`src/rtl/enc_scan_pkg.sv`:
```
// enc_scan_pkg: scan FSM state type plus quadrature-decode and saturating-add helpers
package enc_scan_pkg;
  typedef enum logic [1:0] {SEL = 2'd0, SETTLE = 2'd1, SAMPLE = 2'd2} enc_scan_state_t;
  // Gray {B,A} is mapped to its position on the 00->01->11->10 cycle; a step of +1/-1 is a count
  function automatic logic signed [1:0] qdec(input logic [1:0] prev, input logic [1:0] cur);
    logic [1:0] d;
    d = {cur[1], ^cur} - {prev[1], ^prev};
    return d == 2'd1 ? 2'sd1 : d == 2'd3 ? -2'sd1 : 2'sd0;
  endfunction
  // Symmetric saturation: the most-negative w-bit code is never produced
  function automatic int sat_add(input int cnt, input int delta, input int w);
    int lim, s;
    lim = (1 << (w - 1)) - 1;
    s = cnt + delta;
    return s > lim ? lim : s < -lim ? -lim : s;
  endfunction
endpackage

```
`src/rtl/enc_scan_sync.sv`:
```
// enc_scan_sync: SYNC_W-deep synchronizer for the muxed {pb,B,A} pins
// Ports: clk_i/rst_n_i clock and async active-low reset, d_i async input, q_o synchronized output
module enc_scan_sync #(
  parameter int SYNC_W = 2,
  parameter int W      = 3
) (
  input  logic         clk_i,
  input  logic         rst_n_i,
  input  logic [W-1:0] d_i,
  output logic [W-1:0] q_o
);
  logic [W-1:0] ff_q [SYNC_W];
  always_ff @(posedge clk_i or negedge rst_n_i) begin
    if (!rst_n_i) begin
      for (int i = 0; i < SYNC_W; i++) ff_q[i] <= '0;
    end else begin
      ff_q[0] <= d_i;
      for (int i = 1; i < SYNC_W; i++) ff_q[i] <= ff_q[i-1];
    end
  end
  assign q_o = ff_q[SYNC_W-1];
endmodule

```
`src/rtl/enc_scan_ctrl.sv`:
```
// enc_scan_ctrl: time-multiplexed scanner for CH muxed quadrature encoders and pushbuttons
// Ports: sel_o drives the external mux; enc_i/pb_i are the shared async pins; rd_i clears
// cnt_o (signed per-channel counts) and pb_o (sticky presses); scan_done_o pulses once per scan
module enc_scan_ctrl
  import enc_scan_pkg::*;
#(
  parameter int CH       = 8,
  parameter int SEL_W    = 3,
  parameter int CNT_W    = 4,
  parameter int SYNC_W   = 2,
  parameter int SETTLE   = 16,
  parameter int SETTLE_W = 5
) (
  input  logic                clk_i,
  input  logic                rst_n_i,
  output logic [SEL_W-1:0]    sel_o,
  input  logic [1:0]          enc_i,
  input  logic                pb_i,
  input  logic                rd_i,
  output logic [CH*CNT_W-1:0] cnt_o,
  output logic [CH-1:0]       pb_o,
  output logic                scan_done_o
);
  enc_scan_state_t         state_q, state_d;
  logic [SEL_W-1:0]        ch_q, ch_d, sel_q, sel_d;
  logic [SETTLE_W-1:0]     set_q, set_d;
  logic                    done_q, done_d;
  logic [1:0]              prev_q [CH];
  logic [1:0]              prev_d [CH];
  logic [CH-1:0]           valid_q, valid_d, pb_q, pb_d;
  logic signed [CNT_W-1:0] cnt_q [CH];
  logic signed [CNT_W-1:0] cnt_d [CH];
  logic [2:0]              in_s;
  logic [1:0]              enc_s;
  logic                    pb_s, smp;
  logic signed [1:0]       dlt;

  enc_scan_sync #(.SYNC_W(SYNC_W), .W(3)) u_sync (
    .clk_i   (clk_i),
    .rst_n_i (rst_n_i),
    .d_i     ({pb_i, enc_i}),
    .q_o     (in_s)
  );

  assign enc_s = in_s[1:0];
  assign pb_s  = in_s[2];
  assign smp   = state_q == enc_scan_pkg::SAMPLE;
  // The first sample after reset only seeds prev, so it never produces a count
  assign dlt   = valid_q[ch_q] ? qdec(prev_q[ch_q], enc_s) : 2'sd0;

  // The parameter SETTLE shadows the state name, hence the package-scoped state references
  always_comb begin
    state_d = state_q;
    ch_d    = ch_q;
    sel_d   = sel_q;
    set_d   = set_q;
    case (state_q)
      enc_scan_pkg::SEL: begin
        sel_d   = ch_q;
        set_d   = SETTLE_W'(SETTLE - 1);
        state_d = enc_scan_pkg::SETTLE;
      end
      enc_scan_pkg::SETTLE: begin
        set_d   = set_q - SETTLE_W'(1);
        state_d = set_q == '0 ? enc_scan_pkg::SAMPLE : enc_scan_pkg::SETTLE;
      end
      enc_scan_pkg::SAMPLE: begin
        ch_d    = ch_q + SEL_W'(1);
        state_d = enc_scan_pkg::SEL;
      end
      default: state_d = enc_scan_pkg::SEL;
    endcase
    done_d = smp && ch_q == SEL_W'(CH - 1);
  end

  // A read clears everything first, then the sampled channel re-accumulates from zero so its event survives
  always_comb begin
    valid_d = valid_q;
    pb_d    = rd_i ? '0 : pb_q;
    for (int k = 0; k < CH; k++) begin
      prev_d[k] = prev_q[k];
      cnt_d[k]  = rd_i ? '0 : cnt_q[k];
    end
    if (smp) begin
      cnt_d[ch_q]   = CNT_W'(sat_add(int'(cnt_d[ch_q]), int'(dlt), CNT_W));
      pb_d[ch_q]    = pb_d[ch_q] | pb_s;
      prev_d[ch_q]  = enc_s;
      valid_d[ch_q] = 1'b1;
    end
  end

  always_ff @(posedge clk_i or negedge rst_n_i) begin
    if (!rst_n_i) begin
      state_q <= enc_scan_pkg::SEL;
      ch_q    <= '0;
      sel_q   <= '0;
      set_q   <= '0;
      done_q  <= 1'b0;
      valid_q <= '0;
      pb_q    <= '0;
      for (int k = 0; k < CH; k++) begin
        prev_q[k] <= '0;
        cnt_q[k]  <= '0;
      end
    end else begin
      state_q <= state_d;
      ch_q    <= ch_d;
      sel_q   <= sel_d;
      set_q   <= set_d;
      done_q  <= done_d;
      valid_q <= valid_d;
      pb_q    <= pb_d;
      for (int k = 0; k < CH; k++) begin
        prev_q[k] <= prev_d[k];
        cnt_q[k]  <= cnt_d[k];
      end
    end
  end

  for (genvar g = 0; g < CH; g++) begin : g_cnt
    assign cnt_o[g*CNT_W +: CNT_W] = cnt_q[g];
  end
  assign sel_o       = sel_q;
  assign pb_o        = pb_q;
  assign scan_done_o = done_q;
endmodule

```
`config.mk`:
```
export PLATFORM = sky130hd
export DESIGN_NAME = enc_scan_ctrl
export DESIGN_NICKNAME = d
export VERILOG_FILES = /design/src/rtl/enc_scan_pkg.sv /design/src/rtl/enc_scan_sync.sv /design/src/rtl/enc_scan_ctrl.sv
export SDC_FILE = /design/constraint.sdc
export NUM_CORES = 1
export LEC_CHECK = 0
export CORE_ASPECT_RATIO = 0.5
export CORE_UTILIZATION = 50
export CTS_CLUSTER_DIAMETER = 120
export DETAILED_ROUTE_END_ITERATION = 16
export HOLD_SLACK_MARGIN = 0.08
export PLACE_DENSITY = 0.74
export SLEW_MARGIN = 30
export SYNTH_ARGS = -nofsm -noshare
export SYNTH_HDL_FRONTEND = slang
export SYNTH_SLANG_ARGS = --single-unit
```
`constraint.sdc`:
```
create_clock -name clk_i -period 6.14 [get_ports clk_i]
set_input_delay 0.614 -clock clk_i [delete_from_list [all_inputs] [get_ports clk_i]]
set_output_delay 0.614 -clock clk_i [all_outputs]
set_load 0.005 [all_outputs]
```
==> impl_metrics.ini, run 1 <==
[power_and_ir_drop]
p_total_mw = 1.19
leakagePower_nw = 2.41
ir_drop_mv = 0.129
power_per_cell_area_nw_per_um2 = 220

[clock_tree]
numCtsBuffers = 9
clk_pin_slew_worst_paths_ns = 0.06
htree_levels = 3
cts_sinks = 84
root_buffer = clkbuf_16
clock_latency_ns = 0.34
hold_buffers = 0
ctsLongestPathBuffers = 2
cts.repair.resized = 0
cts_setup_buffers = 0
cts_tree = built

[layout]
area_growth_syn_to_layout_pct = 19.7
final_cell_mix = 84 x dfrtp_1, 68 x nand2_1, 48 x clkdlybuf4s50_1, 32 x o21ai_0
drive_above_1_share_pct = 11.1
n_antenna_cell = 0
fillers = 707
stdcell_count = 621
nets = 513
layout_commonest_cell = dfrtp_1

[yosys]
netlist_instances = 461
syn-mean-instance-area_um2 = 9.80
synth_seq_cells = 84
synth_xor_area_share_pct = 1.97
synth_mux_area_share_pct = 8.26
synth_flop_cell = dfrtp_1
synth_edf_count = 0
async_flop_share_pct = 100
yosys.cell_types.count = 65
yosysWarnings = 0
synth_top_family_by_area = compound AO/OA/AOI/OAI gates
synth_fa_ha_area_share_pct = 2.38
yosysSeqAreaShare_pct = 46.6
synth_compound_area_share_pct = 18.6
synth_simple_gate_area_share_pct = 18.5
syn_area_um2 = 4520
synth_nets = 475

[routing]
vias = 3848
postRouteAntennaNets = 0
viasPerCell = 6.20
dr.first_iter.drc_count = 407
wl_per_cell_um = 19.1
wirelength_mm = 11.9
dr.pass1.iters = 5
drc = 0

[global_route]
grt_pass1_vias = 3607
grt_max_degree = 85
antenna_found_initial = 0
grtUsageTotal_pct = 27.6
grt_overflow_total = 0
grt_first_pass_wirelength_mm = 19.6

[timing]
slew_viol_final = 0
min_period_over_period_pct = 87.4
setup_viol = 0
skew_ns = 0.00604
setup_tns_ns = 0
maxSlewHeadroom_pct = 44.1
finalHoldViolCount = 0
worst_pin_slew_ns = 0.832
max_freq_mhz = 186
period_minus_slack_ns = 5.37
rsz0062_at_grt = false
holdWs_ns = 0.309

[hold_path]
hold_class = input pin to async pin

[critical_path]
cp_max_fo = 18
end_kind = flop
cp-start-kind = flop
crit_required_ns = 6.40
crit_arrival_ns = 5.62
crit_type = flop to flop

[die]
die_h_um = 69.2
rows = 24
die_area_um2 = 9440
ioPinCount = 50
core_area_um2 = 8740
fp.dieW_um = 136
start_util_pct = 51.7

[run_status]
outcome = complete, no violations

[run]
cap_viol_max_count = 0

[placement]
portBuffers = 49
place_congestion = 0.857
placedCellCount = 605
dp_hpwl_mm = 7.78
path summary, 6_finish.rpt:
check	start	to	slack (ns)	cells after the start
max	ch_q[0]	cnt_o[20]	0.77	15
min	rst_n_i	cnt_o[8]	0.31	1
max reg2reg	ch_q[0]	cnt_o[20]	0.77	15
min reg2reg	u_sync.ff_q[4]	u_sync.q_o[1]	0.35	0
max in group asynchronous	rst_n_i	cnt_o[6]	5.28	1
min in group clk_i	u_sync.ff_q[4]	u_sync.q_o[1]	0.35	0
sequential cells by signal, indices dropped and copies added, names as in the netlist:
signal / cells
sel_o: 3
pb_o: 8
cnt_o: 32
state_q: 2
u_sync.q_o: 3
set_q: 5
valid_q: 8
u_sync.ff_q: 3
prev_q: 16
scan_done_o: 1
ch_q: 3
power breakdown:
| part | switching, mW | leakage, nW | total (mW) | internal (mW) |
|---|---|---|---|---|
| logic | 0.0223 | 1.13 | 0.0299 | 0.00763 |
| clock network | 0.231 | 0.164 | 0.602 | 0.371 |
| registers | 0.00316 | 1.11 | 0.560 | 0.557 |
routing by layer:
layer	up-vias	wire length, um	track usage [%]
met5	-	0	0
met4	0	211	9.01
met3	24	919	6.58
met2	168	5130	38.4
met1	1922	5610	42.0
li1	1734	-	-
stage by stage:
stage          worst slack, ns  instance area [um^2]  util, %
2_1_floorplan             1.34                  4520        -
5_1_grt                  0.303                  5410     61.9
4_1_cts                  0.817                  5410     61.9
6_report                 0.775                  5410     61.9
3_5_place_dp             0.825                  5070     58.1
3_3_place_gp             0.959                  5070     58.0
critical path: stages, from the launching register on:
cell and delay [ns]:
dfrtp_1 0.86, mux2i_1 0.17, mux4_2 0.59, xor2_1 0.20, ha_1 0.19, xor2_1 0.38
xor2_1 0.53, nor2_1 0.23, ha_1 0.45, inv_1 0.17, nor2_1 0.10, o2111a_1 0.15
a311oi_1 0.32, nand2_1 0.44, a41o_1 0.38, a21oi_1 0.13
cells in the mapped netlist (3+ instances only):
cell | n | area, um^2
a221oi_1 | 3 | 26.3
a31oi_1 | 6 | 37.5
inv_1 | 10 | 37.5
xnor2_1 | 3 | 26.3
a21oi_1 | 24 | 120
o21ai_0 | 32 | 160
clkbuf_1 | 19 | 71.3
o211ai_1 | 4 | 30.0
nand2_1 | 68 | 255
a41o_1 | 8 | 80.1
nand4_1 | 4 | 25.0
o21bai_1 | 3 | 22.5
nor2b_1 | 12 | 75.1
nor2_1 | 26 | 97.6
a21o_1 | 8 | 60.1
ha_1 | 7 | 87.6
and3_1 | 6 | 37.5
mux2_2 | 12 | 135
buf_2 | 4 | 20.0
mux4_2 | 5 | 113
nand2b_1 | 12 | 75.1
dfrtp_1 | 84 | 2100
nand3_1 | 16 | 80.1
mux2i_1 | 11 | 110
and2_1 | 4 | 25.0
nor3b_1 | 5 | 37.5
xor2_1 | 4 | 35.0
a211oi_1 | 4 | 30.0
nor3_1 | 12 | 60.1
layout make-up:
type                    instances  area [um^2]  area share (%)
clock buffers                  10          239            4.42
clock inverters                 6         91.3            1.69
repair buffers                 55          537            9.93
flip-flops and latches         84         2100            38.9
inverters                      11         41.3           0.764
well taps                     117          146            2.71
multi-input cells             338         2250            41.6
kinds of logic after synthesis:
kind of cell / Yosys count
adder cells (fa/ha/maj): 8
flip-flops: 84
buffers and inverters: 39
AND/OR/NAND/NOR: 174
multiplexers: 29
AO/OA/AOI/OAI: 119
XOR/XNOR: 8
(Power assumes the default switching activity.)
==> run 2, diff against run 1 <==
- PLACE_DENSITY: 0.74 -> 0.72
==> run 2 against run 1 <==
  * The run now ends with DRC left
  * First-iteration DRC count down 0.25%
  * Routed wire length up 0.16%
  * Final cell count up 0.48%
  * Core utilization down 0.10 points
  * Sequential share of layout area up 0.063 points
  * Global-route usage up 0.078 points
  * Critical path depth unchanged
==> impl_metrics.ini, run 2 (synthesis gave the netlist of run 1 again) <==
[global_route]
met1_usage_pct = 42.1
grt_first_pass_wirelength_mm = 19.7
grt_overflow_total = 0
grt_max_degree = 67
antenna_found_initial = 0
grtUsageMet3_pct = 7.09
grt_busiest_layer = met1
grt_pass1_vias = 3663
grt_use_met2_pct = 38.5
grtUsageTotal_pct = 27.7

[die]
core_area_um2 = 8740
die_h_um = 69.2
fp.dieW_um = 136
rows = 24
start_util_pct = 51.7
ioPinCount = 50
die_area_um2 = 9440

[power_and_ir_drop]
sw_frac_of_total_pct = 22.6
p_int_mw = 0.882
leakagePower_nw = 2.41
clkPwrFrac_pct = 48.2
power_per_cell_area_nw_per_um2 = 211
comb_power_share_pct = 2.7
seqPwrFrac_pct = 49.1
ir_drop_mv = 0.176
p_sw_mw = 0.258

[timing]
min_period_over_period_pct = 81.9
max_freq_mhz = 199
setup_viol = 0
skew_ns = 0.00831
slew_viol_final = 0
worst_pin_slew_ns = 0.840
period_minus_slack_ns = 5.03
maxSlewHeadroom_pct = 44.0
finalHoldViolCount = 0
setup_ws_ns = 1.11
rsz0062_at_grt = false
setup_tns_ns = 0

[run_status]
outcome = finished, violations left
violations = DRC

[critical_path]
r2r-start = ch_q[0]
crit_type = flop to flop
end_kind = flop
cpPeakStageDelay_ns = 0.59
crit_path_frequent_cell = xor2_1
rrSetupSlack_ns = 1.11
cp_max_fo = 17
endpoint = cnt_o[28]
crit_required_ns = 6.39
crit_arrival_ns = 5.28
r2r_end = cnt_o[28]
worstSetupStartpoint = ch_q[0]
crit_slowest_cell = mux4_2
ff2ff_path_depth = 15
cp_cell_sequence = mux2i_1, mux4_2, xor2_1, ha_1, xor2_1, xor2_1, nor2_1, ha_1, inv_1, nor2_1, o2111a_1, a311oi_1, nand2_1, a41o_1, a21oi_1
cp-start-kind = flop

[routing]
wirelength_mm = 11.9
dr.first_iter.drc_count = 406
viasPerCell = 6.06
postRouteAntennaNets = 0
vias = 3780
dr.pass1.iters = 11
drc = 1
wl_per_cell_um = 19.0

[run]
cap_viol_max_count = 0

[layout]
largest_reg_flops = 32
layout_commonest_cell = dfrtp_1
n_antenna_cell = 0
final_cell_mix = 84 x dfrtp_1, 68 x nand2_1, 48 x clkdlybuf4s50_1, 32 x o21ai_0, 25 x nor2_1
nets = 516
area_growth_syn_to_layout_pct = 19.5
drive_above_1_share_pct = 11.6

[placement]
dp_hpwl_mm = 7.89
portBuffers = 49
place_congestion = 0.958
dp_slack_ns = 1.19

[clock_tree]
cts_setup_buffers = 0
clock_latency_ns = 0.35
clk_pin_slew_worst_paths_ns = 0.06
htree_levels = 3
root_buffer = clkbuf_16
cts_tree = built
cts_sinks = 84
cts.repair.resized = 0
ctsLongestPathBuffers = 2
numCtsBuffers = 9
hold_buffers = 0

[hold_path]
hold_class = input pin to async pin
-- run 2: per-stage QoR --
step / util, % / area (um^2) / total power [mW] / std cells / hold WS (ns)
detailed placement: 58.3 / 5100 / 0.601 / 608 / 0.339
global route: 61.8 / 5400 / 1.17 / 624 / 0.144
CTS: 61.8 / 5400 / 1.15 / 624 / 0.138
floorplan: - / 4520 / 0.582 / 461 / 0.318
finish: 61.8 / 5400 / 1.14 / 624 / 0.136
global placement: 58.2 / 5090 / 0.601 / 608 / 0.332
-- run 2: metal layers --
metal / up-vias / wire length, um
met4: 0 / 154
met5: - / 0
li1: 1746 / -
met2: 156 / 5200
met3: 19 / 897
met1: 1859 / 5640
-- run 2: power groups by stage --
stage | Combinational (mW) | Sequential (mW) | Clock (mW)
finish | 0.0305 | 0.560 | 0.549
floorplan | 0.0136 | 0.568 | 0
global placement | 0.0306 | 0.570 | 0
global route | 0.0344 | 0.560 | 0.577
CTS | 0.0310 | 0.560 | 0.556
detailed placement | 0.0309 | 0.570 | 0
-- run 2: worst max-delay path: cells and delay by family, from the launching register on --
| family | cells | cell delay (ns) |
|---|---|---|
| multiplexers | 2 | 0.71 |
| AND/OR/NAND/NOR | 3 | 0.76 |
| flip-flops | 1 | 0.57 |
| adder cells (fa/ha/maj) | 2 | 0.65 |
| AO/OA/AOI/OAI | 4 | 0.99 |
| XOR/XNOR | 3 | 1.08 |
| buffers and inverters | 1 | 0.17 |
-- run 2: worst min-delay path by stage --
stage                         end  cells after the start            from
floorplan                 ch_q[0]                      0         rst_n_i
global placement    u_sync.q_o[0]                      0  u_sync.ff_q[3]
detailed placement  u_sync.q_o[1]                      0  u_sync.ff_q[4]
CTS                      cnt_o[4]                      1         rst_n_i
global route            cnt_o[27]                      1         rst_n_i
finish                  cnt_o[27]                      1         rst_n_i
-- run 2: area by class of cell --
| cell class | count | area [um^2] |
|---|---|---|
| Fill cell | 745 | 3340 |
| Timing Repair Buffer | 58 | 556 |
| Tap cell | 117 | 146 |
| Sequential cell | 84 | 2100 |
| Multi-Input combinational cell | 338 | 2250 |
| Inverter | 11 | 41.3 |
| Clock buffer | 9 | 225 |
| Clock inverter | 7 | 75.1 |
==> run 3, diff against run 2 <==
- PLACE_DENSITY: 0.72 -> 0.75
- clock period: 6.14 -> 4.4 ns (I/O delays scaled with it)
==> run 3 against run 2 <==
  * The run now ends clean
  * First-iteration DRC count up 20%
  * Sequential cell count unchanged
  * Critical endpoint is now cnt_o[5]
  * Critical path depth increased by 2
  * Routed wire length increased by 7.3%
==> impl_metrics.ini, run 3 (synthesis gave the netlist of run 1 again) <==
[layout]
largest_reg_flops = 32
nets = 535
final_cell_mix = 83 x dfrtp_1, 67 x nand2_1, 48 x clkdlybuf4s50_1, 30 x o21ai_0, 29 x buf_4
area_growth_syn_to_layout_pct = 23.5
stdcell_count = 643
drive_above_1_share_pct = 16.2
n_antenna_cell = 0
layout_commonest_cell = dfrtp_1
design_area_um2 = 5580

[routing]
dr.pass1.iters = 5
wl_per_cell_um = 19.8
viasPerCell = 6.17
vias = 3967
dr.first_iter.drc_count = 489
postRouteAntennaNets = 0
wirelength_mm = 12.7
drc = 0

[clock_tree]
numCtsBuffers = 9
cts_tree = built
clk_pin_slew_worst_paths_ns = 0.06
cts_sinks = 84
htree_levels = 3
ctsLongestPathBuffers = 2
clock_latency_ns = 0.35
root_buffer = clkbuf_16

[critical_path]
rrSetupSlack_ns = 0.19
cp_max_fo = 8
r2r_end = cnt_o[5]
crit_required_ns = 4.64
crit_type = flop to flop
worstSetupStartpoint = ch_q[0]
crit_arrival_ns = 4.45
ff2ff_path_depth = 17
r2r-start = ch_q[0]
cp-start-kind = flop
end_kind = flop

[placement]
placedCellCount = 623
dpl_cell_area_um2 = 5260
portBuffers = 49
dp_hpwl_mm = 8.83
place_congestion = 0.950

[timing]
slew_viol_final = 0
period_minus_slack_ns = 4.21
max_freq_mhz = 237
setup_viol = 0
holdWs_ns = 0.0773
maxSlewHeadroom_pct = 38.4
finalHoldViolCount = 0
skew_ns = 0.00722
worst_pin_slew_ns = 0.916
min_period_over_period_pct = 95.8

[die]
fp.dieW_um = 136
rows = 24
ioPinCount = 50
core_area_um2 = 8740
start_util_pct = 51.7
die_h_um = 69.2
die_area_um2 = 9440

[power_and_ir_drop]
p_total_mw = 1.55
leakagePower_nw = 2.50
ir_drop_mv = 0.230
power_per_cell_area_nw_per_um2 = 278

[run_status]
outcome = complete, no violations

[global_route]
antenna_found_initial = 0
grt_max_degree = 44
grt_first_pass_wirelength_mm = 20.2
grt_pass1_vias = 3682
grtUsageTotal_pct = 28.5
grt_overflow_total = 0

[run]
cap_viol_max_count = 0

[hold_path]
hold_class = input pin to async pin
run 3: worst max path at each step:
| stage | slack, ns | cells after the start | to |
|---|---|---|---|
| finish | 0.19 | 17 | cnt_o[5] |
| global route | -0.02 | 15 | cnt_o[5] |
| CTS | 0.12 | 16 | cnt_o[18] |
| detailed placement | 0.04 | 16 | cnt_o[18] |
| global placement | 0.16 | 16 | cnt_o[14] |
| floorplan | 0.0006 | 19 | cnt_o[5] |
run 3: critical path: stages (launching register included):
cell and delay (ns):
dfrtp_2 0.49, mux2i_1 0.16, mux4_2 0.50, xor2_1 0.19
ha_2 0.34, a311oi_2 0.05, o211ai_2 0.14, buf_4 0.17
inv_2 0.04, ha_1 0.22, fa_1 0.42, inv_1 0.11
nor2_1 0.07, o2111a_1 0.14, a311o_1 0.37, o21ai_2 0.17
a31oi_4 0.19, mux2_4 0.33
run 3: timing repair:
item | 4_1_cts | 5_1_grt
pin swaps | 0 | 4
resized for setup | 1 | 5
setup buffers | 0 | 4
hold buffers | 0 | 0
endpoints found under the setup margin | 1 | 22
run 3: final cells by class:
| cell class | count | area (um^2) |
|---|---|---|
| clock buffer | 10 | 229 |
| tap | 117 | 146 |
| sequential | 84 | 2100 |
| inverter | 11 | 41.3 |
| fill | 717 | 3160 |
| clock inverter | 6 | 47.5 |
| timing repair buffer | 77 | 698 |
| multi-input combinational | 338 | 2310 |
run 3: layer usage:
layer | vias up | GRT usage [%] | share of wire [%]
met5 | - | 0 | 0
met4 | 0 | 8.89 | 1.7
met3 | 23 | 7.68 | 8.0
met2 | 206 | 41.4 | 45
met1 | 1952 | 41.6 | 45
li1 | 1786 | - | -
run 3: through the flow:
stage / setup WS (ns) / utilization [%] / TNS (ns)
floorplan: 0.000609 / - / 0
global placement: 0.161 / 60.2 / 0
detailed placement: 0.0370 / 60.2 / 0
CTS: 0.124 / 63.3 / 0
global route: -0.0215 / 63.8 / -0.0503
finish: 0.186 / 63.8 / 0
run 3: power breakdown:
part	leakage [nW]	total, mW	internal, mW	switching (mW)
combinational	1.25	0.0467	0.0137	0.0331
sequential	1.11	0.782	0.777	0.00496
clock	0.133	0.720	0.387	0.332
total	2.50	1.55	1.18	0.370
